===== config.mk =====
export PLATFORM = sky130hd
export DESIGN_NAME = cell_hist_acc
export DESIGN_NICKNAME = d
export VERILOG_FILES = /design/src/rtl/hog_pkg.sv /design/src/rtl/cell_hist_acc_bank.sv /design/src/rtl/cell_hist_acc.sv
export SDC_FILE = /design/constraint.sdc
export NUM_CORES = 1
export LEC_CHECK = 0
export ABC_AREA = 0
export CORE_MARGIN = 5
export CORE_UTILIZATION = 55
export CTS_CLUSTER_DIAMETER = 100
export DETAILED_ROUTE_END_ITERATION = 10
export PLACE_DENSITY = 0.72
export SYNTH_ARGS = -nofsm -noshare
export SYNTH_HDL_FRONTEND = slang
export SYNTH_SLANG_ARGS = --single-unit

===== constraint.sdc =====
create_clock -name clk -period 22.8 [get_ports clk]
set_clock_uncertainty 0.2 [all_clocks]
set_input_delay 5.7 -clock clk [delete_from_list [all_inputs] [get_ports clk]]
set_output_delay 5.7 -clock clk [all_outputs]
set_load 0.01 [all_outputs]

===== src/rtl/hog_pkg.sv =====
// Shared constants and drain-FSM state type for the HOG cell histogram accumulator.
package hog_pkg;

  localparam int MAG_W    = 16;
  localparam int CODE_W   = 4;
  localparam int N_BINS   = 9;
  localparam int CELL_PIX = 64;
  localparam int CNT_W    = $clog2(CELL_PIX);
  // Extra bits let 64 full-scale magnitudes accumulate without wrapping.
  localparam int ACC_W    = MAG_W + CNT_W;
  localparam int IDX_W    = 4;

  typedef enum logic {
    ST_IDLE  = 1'b0,
    ST_DRAIN = 1'b1
  } drain_state_t;

endpackage


===== src/rtl/cell_hist_acc_bank.sv =====
// hist_bank: one 9-entry accumulator bank with add, whole-bank clear and read mux.
module hist_bank
  import hog_pkg::*;
(
  input  logic              clk,
  input  logic              rst,
  input  logic              add_en,
  input  logic [CODE_W-1:0] add_code,
  input  logic [MAG_W-1:0]  add_mag,
  input  logic              clr,
  input  logic [IDX_W-1:0]  rd_idx,
  output logic [ACC_W-1:0]  rd_val
);

  logic [ACC_W-1:0] acc [N_BINS];

  // NOTE: the bins are reset because a reset must discard partial cells;
  // sequential state is written with <= so all bins update on the same edge.
  always_ff @(posedge clk or posedge rst) begin
    if (rst) begin
      for (int b = 0; b < N_BINS; b++) acc[b] <= '0;
    end else if (clr) begin
      for (int b = 0; b < N_BINS; b++) acc[b] <= '0;
    end else if (add_en && (add_code < CODE_W'(N_BINS))) begin
      acc[add_code] <= acc[add_code] + ACC_W'(add_mag);
    end
  end

  // NOTE: default assignment first so the out-of-range path cannot infer a latch.
  always_comb begin
    rd_val = '0;
    if (rd_idx < IDX_W'(N_BINS)) rd_val = acc[rd_idx];
  end

endmodule


===== src/rtl/cell_hist_acc.sv =====
// 8x8-cell orientation histogram with ping-pong banks and serial bin drain.
// Optional HIST_CODE_ERR_EN adds a sticky o_code_err flag for illegal codes.
module cell_hist_acc
  import hog_pkg::*;
(
  input  logic              clk,
  input  logic              rst,
  input  logic              i_valid,
  output logic              o_in_ready,
  input  logic [CODE_W-1:0] i_code,
  input  logic [MAG_W-1:0]  i_mag,
  output logic              o_valid,
  input  logic              i_ready,
  output logic [IDX_W-1:0]  o_bin_idx,
  output logic [ACC_W-1:0]  o_bin_val,
  output logic              o_last
`ifdef HIST_CODE_ERR_EN
  ,
  output logic              o_code_err
`endif
);

  logic             wr_bank;
  logic             rd_bank;
  logic             ready_en;
  logic [1:0]       full;
  logic [CNT_W-1:0] count;
  logic [IDX_W-1:0] idx;
  drain_state_t     state;

  logic             accept;
  logic             fill_done;
  logic             bin_taken;
  logic             drain_done;
  logic [1:0]       add_en;
  logic [1:0]       clr;
  logic [1:0]       set_full;
  logic [ACC_W-1:0] bank_val [2];

  assign o_in_ready = ready_en && !full[wr_bank];
  assign accept     = i_valid && o_in_ready;
  assign fill_done  = accept && (count == CNT_W'(CELL_PIX - 1));

  // DRAIN tracks the read bank's full flag directly, giving the one-cycle latency.
  assign state      = full[rd_bank] ? ST_DRAIN : ST_IDLE;
  assign o_valid    = (state == ST_DRAIN);
  assign bin_taken  = o_valid && i_ready;
  assign drain_done = bin_taken && (idx == IDX_W'(N_BINS - 1));

  assign add_en   = {accept && wr_bank, accept && !wr_bank};
  assign clr      = {drain_done && rd_bank, drain_done && !rd_bank};
  assign set_full = {fill_done && wr_bank, fill_done && !wr_bank};

  for (genvar b = 0; b < 2; b++) begin : g_bank
    hist_bank u_bank (
      .clk      (clk),
      .rst      (rst),
      .add_en   (add_en[b]),
      .add_code (i_code),
      .add_mag  (i_mag),
      .clr      (clr[b]),
      .rd_idx   (idx),
      .rd_val   (bank_val[b])
    );
  end

  assign o_bin_idx = idx;
  assign o_bin_val = bank_val[rd_bank];
  assign o_last    = o_valid && (idx == IDX_W'(N_BINS - 1));

  always_ff @(posedge clk or posedge rst) begin
    if (rst) begin
      wr_bank  <= 1'b0;
      rd_bank  <= 1'b0;
      ready_en <= 1'b0;
      full     <= '0;
      count    <= '0;
      idx      <= '0;
    end else begin
      ready_en <= 1'b1;
      // Set and clear never target the same bank: fill needs it empty, drain needs it full.
      full     <= (full | set_full) & ~clr;
      if (accept)     count   <= fill_done ? '0 : count + CNT_W'(1);
      if (fill_done)  wr_bank <= ~wr_bank;
      if (bin_taken)  idx     <= drain_done ? '0 : idx + IDX_W'(1);
      if (drain_done) rd_bank <= ~rd_bank;
    end
  end

`ifdef HIST_CODE_ERR_EN
  always_ff @(posedge clk or posedge rst) begin
    if (rst) begin
      o_code_err <= 1'b0;
    end else if (accept && (i_code >= CODE_W'(N_BINS))) begin
      o_code_err <= 1'b1;
    end
  end
`endif

endmodule


Yosys cells after proc, flatten, opt, wreduce, memory -nomap -nowiden
Cells that the tools add are included.

Bits in registers: 411. Bits of input ports: 24. Output and inout port bits: 29. Logic and storage cells: 98.

Add/sub/neg operators: 4. Order comparisons: 8. Equal/unequal tests: 2. Multiplexer cells: 32. Bitwise gates (word level): 8. Reduce and logical (&&, ||, !) cells: 20.

Operators with widths (count): two-way mux 198 bit (4); bitwise mux 198 bit (2); binary-select mux 22 bit (select 4 bit) (4); two-way mux 22 bit (14); demux 22 bit (select 4 bit) (1); adder 22 x 16 -> 22 bit (2); logical AND 1 bit (15); greater-or-equal comparator 5 bit, second input constant (2); inverter 4 -> 5 bit (2); less-than comparator 4 bit, second input constant (2); adder 6 x 1 -> 6 bit, second input constant (1); equality test 6 bit, second input constant (1); two-way mux 6 bit (1); less-than comparator 5 x 1 -> 1 bit, second input constant (1); two-way mux 1 bit (5); adder 4 x 1 -> 4 bit, second input constant (1); equality test 4 bit, second input constant (1); less-than comparator 1 x 2 -> 1 bit, second input constant (2); two-way mux 4 bit (1); nonzero test 2 bit (2); zero test 1 bit (3); bitwise AND 2 bit (1); greater-or-equal comparator 2 bit, second input constant (1); inverter 1 bit (2); other kinds (3) (3).

Longest topological paths before layout
Gate-level depths: netlist of the first run.

Depth in word-level cells: 9. Depth in mapped cells: 19. Gate-level depth less buffers: 13.

Hierarchy
Synthesis of the first run repeated with hierarchy kept, for this count alone.

Cell total of the unflattened synthesis: 2588. Area, all modules: 25189.2 um^2.

By module, submodules not included: hist_bank at g_bank[1].u_bank (times used 1, cells an instance 1262, area an instance 12125.4 um^2, sequential area each 4954.8 um^2); hist_bank at g_bank[0].u_bank (times used 1, cells an instance 1227, area an instance 11999.0 um^2, sequential area each 4954.8 um^2); cell_hist_acc (times used 1, cells an instance 99, area an instance 1064.8 um^2, sequential area each 375.4 um^2).

Worst setup path before layout of the first run
Ideal clock, no wire load.

Path kind: in2reg. Start point: in i_code[1]. End point: reg g_bank[1].u_bank.acc[105] in the netlist's numbering. Setup time: 0.067 ns. Arrival: 9.642 ns. Required time: 22.533 ns. Setup slack: 12.891 ns. Stages on the path: 15. Path buffers: 4. Cell sequence: buf_6 buf_4 buf_2 buf_1 mux4_2 mux2i_1 o21ai_0 ha_1 a21o_1 a31o_2 a311o_1 o21ai_0 a21boi_0 xor2_1 a22o_1.

Longest elaborated chain between the ends: 8. Elaborated cells between the ends (all ways): 16. Classes of those cells: 1 x add/sub; 3 x order compare; 8 x mux; 1 x bitwise; 3 x reduce/logical.

Ends and longest elaborated chain: from (decl) (RTL line cell_hist_acc.sv:10) `input logic [CODE_W-1:0] i_code,`; inverter 4 -> 5 bit (implied by the code) (RTL line cell_hist_acc_bank.sv:25) `acc[add_code] <= acc[add_code] + ACC_W'(add_mag);`; binary-select mux 22 bit (select 4 bit), or another cell as far along (RTL line cell_hist_acc_bank.sv:25); two-way mux 22 bit (implied by the code) or logical AND 1 bit (tied branches) (RTL line cell_hist_acc_bank.sv:25); two-way mux 22 bit (implied by the code) (RTL line cell_hist_acc_bank.sv:25); adder 22 x 16 -> 22 bit or demux 22 bit (select 4 bit) (tied branches) (RTL line cell_hist_acc_bank.sv:25); bitwise mux 198 bit (RTL line cell_hist_acc_bank.sv:25); two-way mux 198 bit (RTL line cell_hist_acc_bank.sv:24) `end else if (add_en && (add_code < CODE_W'(N_BINS))) begin`; two-way mux 198 bit (RTL line cell_hist_acc_bank.sv:22) `end else if (clr) begin`; to (signal, indexed assignment) (RTL line cell_hist_acc_bank.sv:25); to (decl) (RTL line cell_hist_acc_bank.sv:15) `logic [ACC_W-1:0] acc [N_BINS];`.

Several ways; a longest one is shown, not always the timed one. The select of a mux whose other input is x is not followed. A chain may end at the register's enable or synchronous reset.

Worst setup path in the final report of the first run
Start point: in i_code[1]. End point: reg g_bank[0].u_bank.acc[16] in the netlist's numbering.

Longest elaborated chain between the ends: 8. Elaborated cells between the ends (all ways): 16. Classes of those cells: 1 x add/sub; 3 x order compare; 8 x mux; 1 x bitwise; 3 x reduce/logical.

Ends and longest elaborated chain (RTL line): inverter 4 -> 5 bit (implied by the code) (cell_hist_acc_bank.sv:25); binary-select mux 22 bit (select 4 bit), or another cell as far along (cell_hist_acc_bank.sv:25); two-way mux 22 bit (implied by the code) or logical AND 1 bit (tied branches) (cell_hist_acc_bank.sv:25); two-way mux 22 bit (implied by the code) (cell_hist_acc_bank.sv:25); adder 22 x 16 -> 22 bit or demux 22 bit (select 4 bit) (tied branches) (cell_hist_acc_bank.sv:25); bitwise mux 198 bit (cell_hist_acc_bank.sv:25); two-way mux 198 bit (cell_hist_acc_bank.sv:24); two-way mux 198 bit (cell_hist_acc_bank.sv:22); to (signal, indexed assignment) (cell_hist_acc_bank.sv:25); to (decl) (cell_hist_acc_bank.sv:15).

Several ways; a longest one is shown, not always the timed one. The select of a mux whose other input is x is not followed.

==> results.sh, run 1 <==
export IMPL_status="finished clean"
export IMPL_cp_common_cell="o21ai_0"
export IMPL_reg2reg_from="g_bank[0].u_bank.acc[22]"
export IMPL_synth_seq_cells=411
export IMPL_synth_distinct_cells=70
export IMPL_worst_pin_slew_ps=1240
export IMPL_slew_violations=0
export IMPL_vias=17900
export IMPL_syn_area_per_cell_um2=12.5
export IMPL_tritoncts="done"
export IMPL_synth_seq_area_share_pct=44.8
export IMPL_crit_type="in2reg"
export IMPL_ys_flop_type="dfrtp_1"
export IMPL_synthArstFlopShare_pct=100
export IMPL_final_common_cell="dfrtp_1"
export IMPL_diodes=0
export IMPL_rows=74
export IMPL_fmax_mhz=95.5
export IMPL_synth_nets=1901
export IMPL_drive_gt1_share_pct=19.9
export IMPL_grt_pass1_vias=18100
export IMPL_ir_drop_uv=58.4
export IMPL_area_growth_pct=10.8
export IMPL_r2r_cells=12
export IMPL_antenna_left=0
export IMPL_slowest_stage="buf_4"
export IMPL_dp_cells=2323
export IMPL_worstHoldStart="count[4]"
export IMPL_yosys_area_top_type_share_pct=44.8
export IMPL_track_usage_pct=32.4
export IMPL_cp_max_fo=58
export IMPL_yosys_area_top_type="dfrtp_1"
export IMPL_grt_max_degree=110
export IMPL_synthesis_area_um2=22900
export IMPL_powerDensity_nw_per_um2=77.7
export IMPL_wirelength_mm=75.1
export IMPL_whs_ps=290
export IMPL_synth_edf_count=0
export IMPL_end_kind="flip-flop"
export IMPL_postSynthCellCount=1840
export IMPL_insertion_delay_ps=590
export IMPL_critPathRequiredTime_ps=23100
export IMPL_drc=0
export IMPL_grt_overflow=0
export IMPL_setup_tns_ps=0
export IMPL_clkTransAtPathRegs_ps=60
export IMPL_finalNonFillerCells=2402
export IMPL_utilization_pct=62.0
export IMPL_final_hold_violation_count=0
export IMPL_hold_path_class="reg2reg"
export IMPL_setup_viol=0
export IMPL_cts_resized=0
export IMPL_r2r_end="g_bank[0].u_bank.acc[16]"
export IMPL_start_kind="input port"
export IMPL_nNetsFinal=1898
export IMPL_rsz0062_at_grt="no"
export IMPL_finalCritPeriodShare_pct=45.9
export IMPL_cts_buffer_depth=3
export IMPL_leakage_nw=11.0
export IMPL_crit_chain="buf_6 > buf_4 > mux4_2 > mux2i_1 > o21ai_0 > ha_1 > inv_1 > fa_1 > nor2b_1 > o31a_1 > o32ai_1 > o21ai_0 > xor2_1 > a22o_1"
export IMPL_fillers=3194
export IMPL_die_area_um2=45900
export IMPL_final_cell_mix="dfrtp_1, a22o_1, mux4_2"
export IMPL_maxCapViolCount=0
export IMPL_synth_top_cells_by_area="dfrtp_1, mux4_2, a22o_1"
export IMPL_postCtsSetupRepairBufs=0
export IMPL_clkSinkCount=411
export IMPL_die_w_um=214
export IMPL_start_util_pct=55.9
export IMPL_worstPathArrival_ps=10780
export IMPL_grt_pass1_wl_mm=114
export IMPL_holdPathStages=1
export IMPL_holdBufCountCts=0
export IMPL_drt_iter0_drc=2159
export IMPL_slew_headroom_pct=17.1
export IMPL_h_tree_depth=2
export IMPL_root_buffer="clkbuf_16"
export IMPL_cpPeakStageDelay_ps=880
export IMPL_drt_wirelength_per_cell_um=31.3
export IMPL_pin_count=53
export IMPL_first_pass_iters=5
export IMPL_die_y_um=214
export IMPL_ys_warnings_count=0
export IMPL_hpwlAfterDp_mm=48.2
export IMPL_gp_congestion=0.971
export IMPL_hold_path_end="count[4]"
export IMPL_reg2reg_slack_ps=18460
export IMPL_grt_antenna_before_repair=1
export IMPL_numCtsBuffers=44
export IMPL_viasPerCell=7.45
export IMPL_io_buffers=52
export IMPL_core_um2=41000
export IMPL_layout_min_cycle_time_ps=10480
## per-layer routing
metal  wire (um)  up-vias  track usage (%)
li1            -     7233                -
met1       28400     9210             44.1
met2       33500     1197             48.1
met3        8830      245             9.01
met4        4370        2             16.4
met5          13        -                0
## cell type report
cell class	count	area (um2)	area share [%]
clock buffers	67	1310	5.15
clock inverters	12	146	0.576
inverters	37	146	0.576
multi-input cells	1239	12000	47.1
flip-flops and latches	411	10300	40.5
well taps	532	666	2.62
repair buffers	104	900	3.54
## state kept, by name, indices dropped and copies added (netlist names)
| register | flops |
|---|---|
| g_bank.u_bank.acc | 396 |
| rd_bank | 1 |
| count | 6 |
| o_bin_idx | 4 |
| wr_bank | 1 |
| ready_en | 1 |
| full | 2 |
## power by group
part	total, mW	leakage (nW)	switching (mW)	internal (mW)
clock	0.733	0.720	0.304	0.429
combinational	0.366	4.69	0.188	0.178
sequential	0.876	5.58	0.0674	0.809
total	1.98	11.0	0.559	1.42
## worst max-delay path, delay by kind of cell
family                   cells  cell delay [ps]
AND/OR/NAND/NOR              1               70
adder cells (fa/ha/maj)      2              440
buffers and inverters        3             1520
AO/OA/AOI/OAI                5             1770
multiplexers                 2              600
XOR/XNOR                     1              650
## synth_stat cells (5+ instances only)
cell	count
dfrtp_1	411
a22o_1	318
mux4_2	181
nand2_1	152
o21ai_0	95
clkbuf_1	93
mux2i_1	83
nor2_1	68
a21oi_1	39
inv_1	37
ha_1	35
buf_1	34
a32o_1	25
buf_2	20
o22ai_1	20
xnor2_1	20
o31ai_1	19
a21o_1	17
nand3_1	14
nor3_1	14
o21a_1	13
nor2b_1	12
xor2_1	8
mux2_2	7
a22oi_1	6
and2_1	6
nor3_2	6
nand2b_1	5
## logic make-up (layout without fill, tap and decap cells)
group,count (synthesis),count (layout),share of synthesized area [%]
AO/OA/AOI/OAI,595,595,20.4
XOR/XNOR,32,32,1.35
adder cells (fa/ha/maj),37,37,2.08
buffers and inverters,190,220,3.42
flip-flops,411,411,44.8
multiplexers,273,273,22.0
other,1,1,0.0163
AND/OR/NAND/NOR,301,301,5.94
## how the worst max path moves through the flow
| stage | from | endpoint | slack (ps) | depth (start not counted) |
|---|---|---|---|---|
| floorplan | rst | count[0] | 5460 | 1 |
| global route | o_bin_idx[1] | o_bin_val[19] | 12040 | 9 |
| detailed placement | i_code[1] | g_bank[1].u_bank.acc[61] | 11890 | 13 |
| global placement | i_code[1] | g_bank[1].u_bank.acc[17] | 12020 | 13 |
| CTS | o_bin_idx[1] | o_bin_val[19] | 12430 | 9 |
| finish | i_code[1] | g_bank[0].u_bank.acc[16] | 12320 | 14 |
## per-stage QoR
stage / power (mW) / cell area (um2) / worst slack (ps)
after floorplan: 1.13 / 22900 / 5460
after global placement: 1.23 / 24000 / 12020
after detailed placement: 1.25 / 24000 / 11890
after CTS: 1.98 / 25400 / 12430
after global routing: 2.05 / 25400 / 12040
final: 1.98 / 25400 / 12320
No activity file was read; power rests on OpenSTA's default activity.
==> run 2, diff against run 1 <==
==> constraint.sdc (replaced) <==
create_clock -name clk -period 10.4 [get_ports clk]
set_clock_uncertainty 0.2 [all_clocks]
set_input_delay 2.6 -clock clk [delete_from_list [all_inputs] [get_ports clk]]
set_output_delay 2.6 -clock clk [all_outputs]
set_load 0.01 [all_outputs]
==> run 2 against run 1 <==
Effect of this change:
- via count shrank 0.77%
- largest cell class unchanged
- worst setup slack lost 9200 ps
- register-to-register slack lost 12000 ps
- critical endpoint is now o_bin_val[19]
==> results.sh, run 2 (synthesis gave the netlist of run 1 again) <==
export IMPL_area_growth_pct=11.2
export IMPL_die_area_um2=45900
export IMPL_holdPathStages=1
export IMPL_maxCapViolCount=0
export IMPL_final_hold_violation_count=0
export IMPL_rsz0062_at_grt="no"
export IMPL_antenna_left=0
export IMPL_powerDensity_nw_per_um2=173
export IMPL_fmax_mhz=138
export IMPL_status="finished clean"
export IMPL_worstPathArrival_ps=4450
export IMPL_worst_pin_slew_ps=1360
export IMPL_h_tree_depth=2
export IMPL_drt_wirelength_per_cell_um=31.3
export IMPL_leakage_nw=11.0
export IMPL_clkTransAtPathRegs_ps=60
export IMPL_cts_buffer_depth=3
export IMPL_holdBufCountCts=0
export IMPL_end_kind="output port"
export IMPL_slew_violations=0
export IMPL_layout_min_cycle_time_ps=7250
export IMPL_final_cell_mix="dfrtp_1, a22o_1, mux4_2"
export IMPL_gp_congestion=0.975
export IMPL_rows=74
export IMPL_pre_cts_slack_ps=2890
export IMPL_core_um2=41000
export IMPL_die_w_um=214
export IMPL_first_pass_iters=6
export IMPL_grt_overflow=0
export IMPL_drt_iter0_drc=2071
export IMPL_grt_pass1_vias=17900
export IMPL_grt_max_degree=162
export IMPL_insertion_delay_ps=580
export IMPL_setup_viol=0
export IMPL_pin_count=53
export IMPL_vias=17800
export IMPL_ir_drop_uv=118
export IMPL_start_kind="flip-flop"
export IMPL_drive_gt1_share_pct=20.1
export IMPL_final_common_cell="dfrtp_1"
export IMPL_slew_headroom_pct=9.14
export IMPL_io_buffers=52
export IMPL_drc=0
export IMPL_hold_path_class="reg2reg"
export IMPL_setup_tns_ps=0
export IMPL_dp_cells=2318
export IMPL_wirelength_mm=75.1
export IMPL_fillers=3106
export IMPL_tritoncts="done"
export IMPL_layout_setup_ws_ps=3150
export IMPL_viasPerCell=7.41
export IMPL_hpwlAfterDp_mm=47.6
export IMPL_root_buffer="clkbuf_16"
export IMPL_die_y_um=214
export IMPL_critPathRequiredTime_ps=7600
export IMPL_nNetsFinal=1894
export IMPL_finalNonFillerCells=2397
export IMPL_track_usage_pct=32.3
export IMPL_largest_reg_flops=396
export IMPL_postCtsSetupRepairBufs=0
export IMPL_numCtsBuffers=45
export IMPL_start_util_pct=55.9
export IMPL_finalCritPeriodShare_pct=69.7
export IMPL_clkSinkCount=411
export IMPL_grt_antenna_before_repair=0
export IMPL_cts_resized=0
export IMPL_cp_max_fo=44
export IMPL_crit_type="reg2out"
export IMPL_r2r_cells=12
export IMPL_diodes=0
export IMPL_grt_pass1_wl_mm=114
export IMPL_top_register="g_bank.u_bank.acc"
==> run 2: cell count changes in the layout (fill, tap and decap cells not counted), moves of 2 or more <==
cell,change
inv_6,-2
buf_4,-8
clkinvlp_4,+2
buf_12,+2
clkinv_2,+5
clkbuf_1,-7
bufinv_16,+3
==> run 2: worst paths after layout <==
path	from	to	slack, ps
max	o_bin_idx[1]	o_bin_val[19]	3150
min	count[4]	count[4]	300
max reg2reg	g_bank[0].u_bank.acc[44]	g_bank[0].u_bank.acc[170]	6010
min reg2reg	count[4]	count[4]	300
max in group asynchronous	rst	g_bank[0].u_bank.acc[10]	5630
min in group asynchronous	rst	g_bank[0].u_bank.acc[185]	2290
==> run 2: power breakdown <==
part | internal [mW] | switching, mW
Sequential | 1.77 | 0.146
Combinational | 0.391 | 0.422
Clock | 1.02 | 0.670
Total | 3.18 | 1.24
==> run 2: metrics by stage <==
step | util (%) | hold WS, ps | area, um2 | total power [mW]
global route | 62.2 | 330 | 25500 | 4.58
CTS | 62.2 | 297 | 25500 | 4.42
floorplan | - | 260 | 22900 | 2.48
detailed placement | 58.4 | 284 | 24000 | 2.74
global placement | 58.4 | 274 | 24000 | 2.71
finish | 62.2 | 296 | 25500 | 4.42
==> run 2: area by class of cell <==
type                       instances  area (um2)  area share (%)
multi-input combinational       1239       12000            46.9
sequential                       411       10300            40.4
clock buffer                      61        1300            5.08
timing repair buffer              99         891            3.49
tap                              532         666            2.61
clock inverter                    18         243           0.952
inverter                          37         143           0.559
==> run 2: worst max-delay path: stages (launching register included) <==
cell	delay (ps)
dfrtp_4	770
inv_1	190
ha_1	160
nand2_1	60
nor2_1	280
nand3_1	740
nor2_1	550
a22oi_1	140
o21ai_0	300
clkdlybuf4s50_1	670
==> run 2: routing by layer <==
metal / share of wire, % / track usage [%] / vias up
met1: 38 / 44.9 / 9113
met4: 6.3 / 16.3 / 0
met3: 10 / 7.02 / 259
met2: 45 / 48.7 / 1138
li1: - / - / 7240
met5: 0 / 0 / -
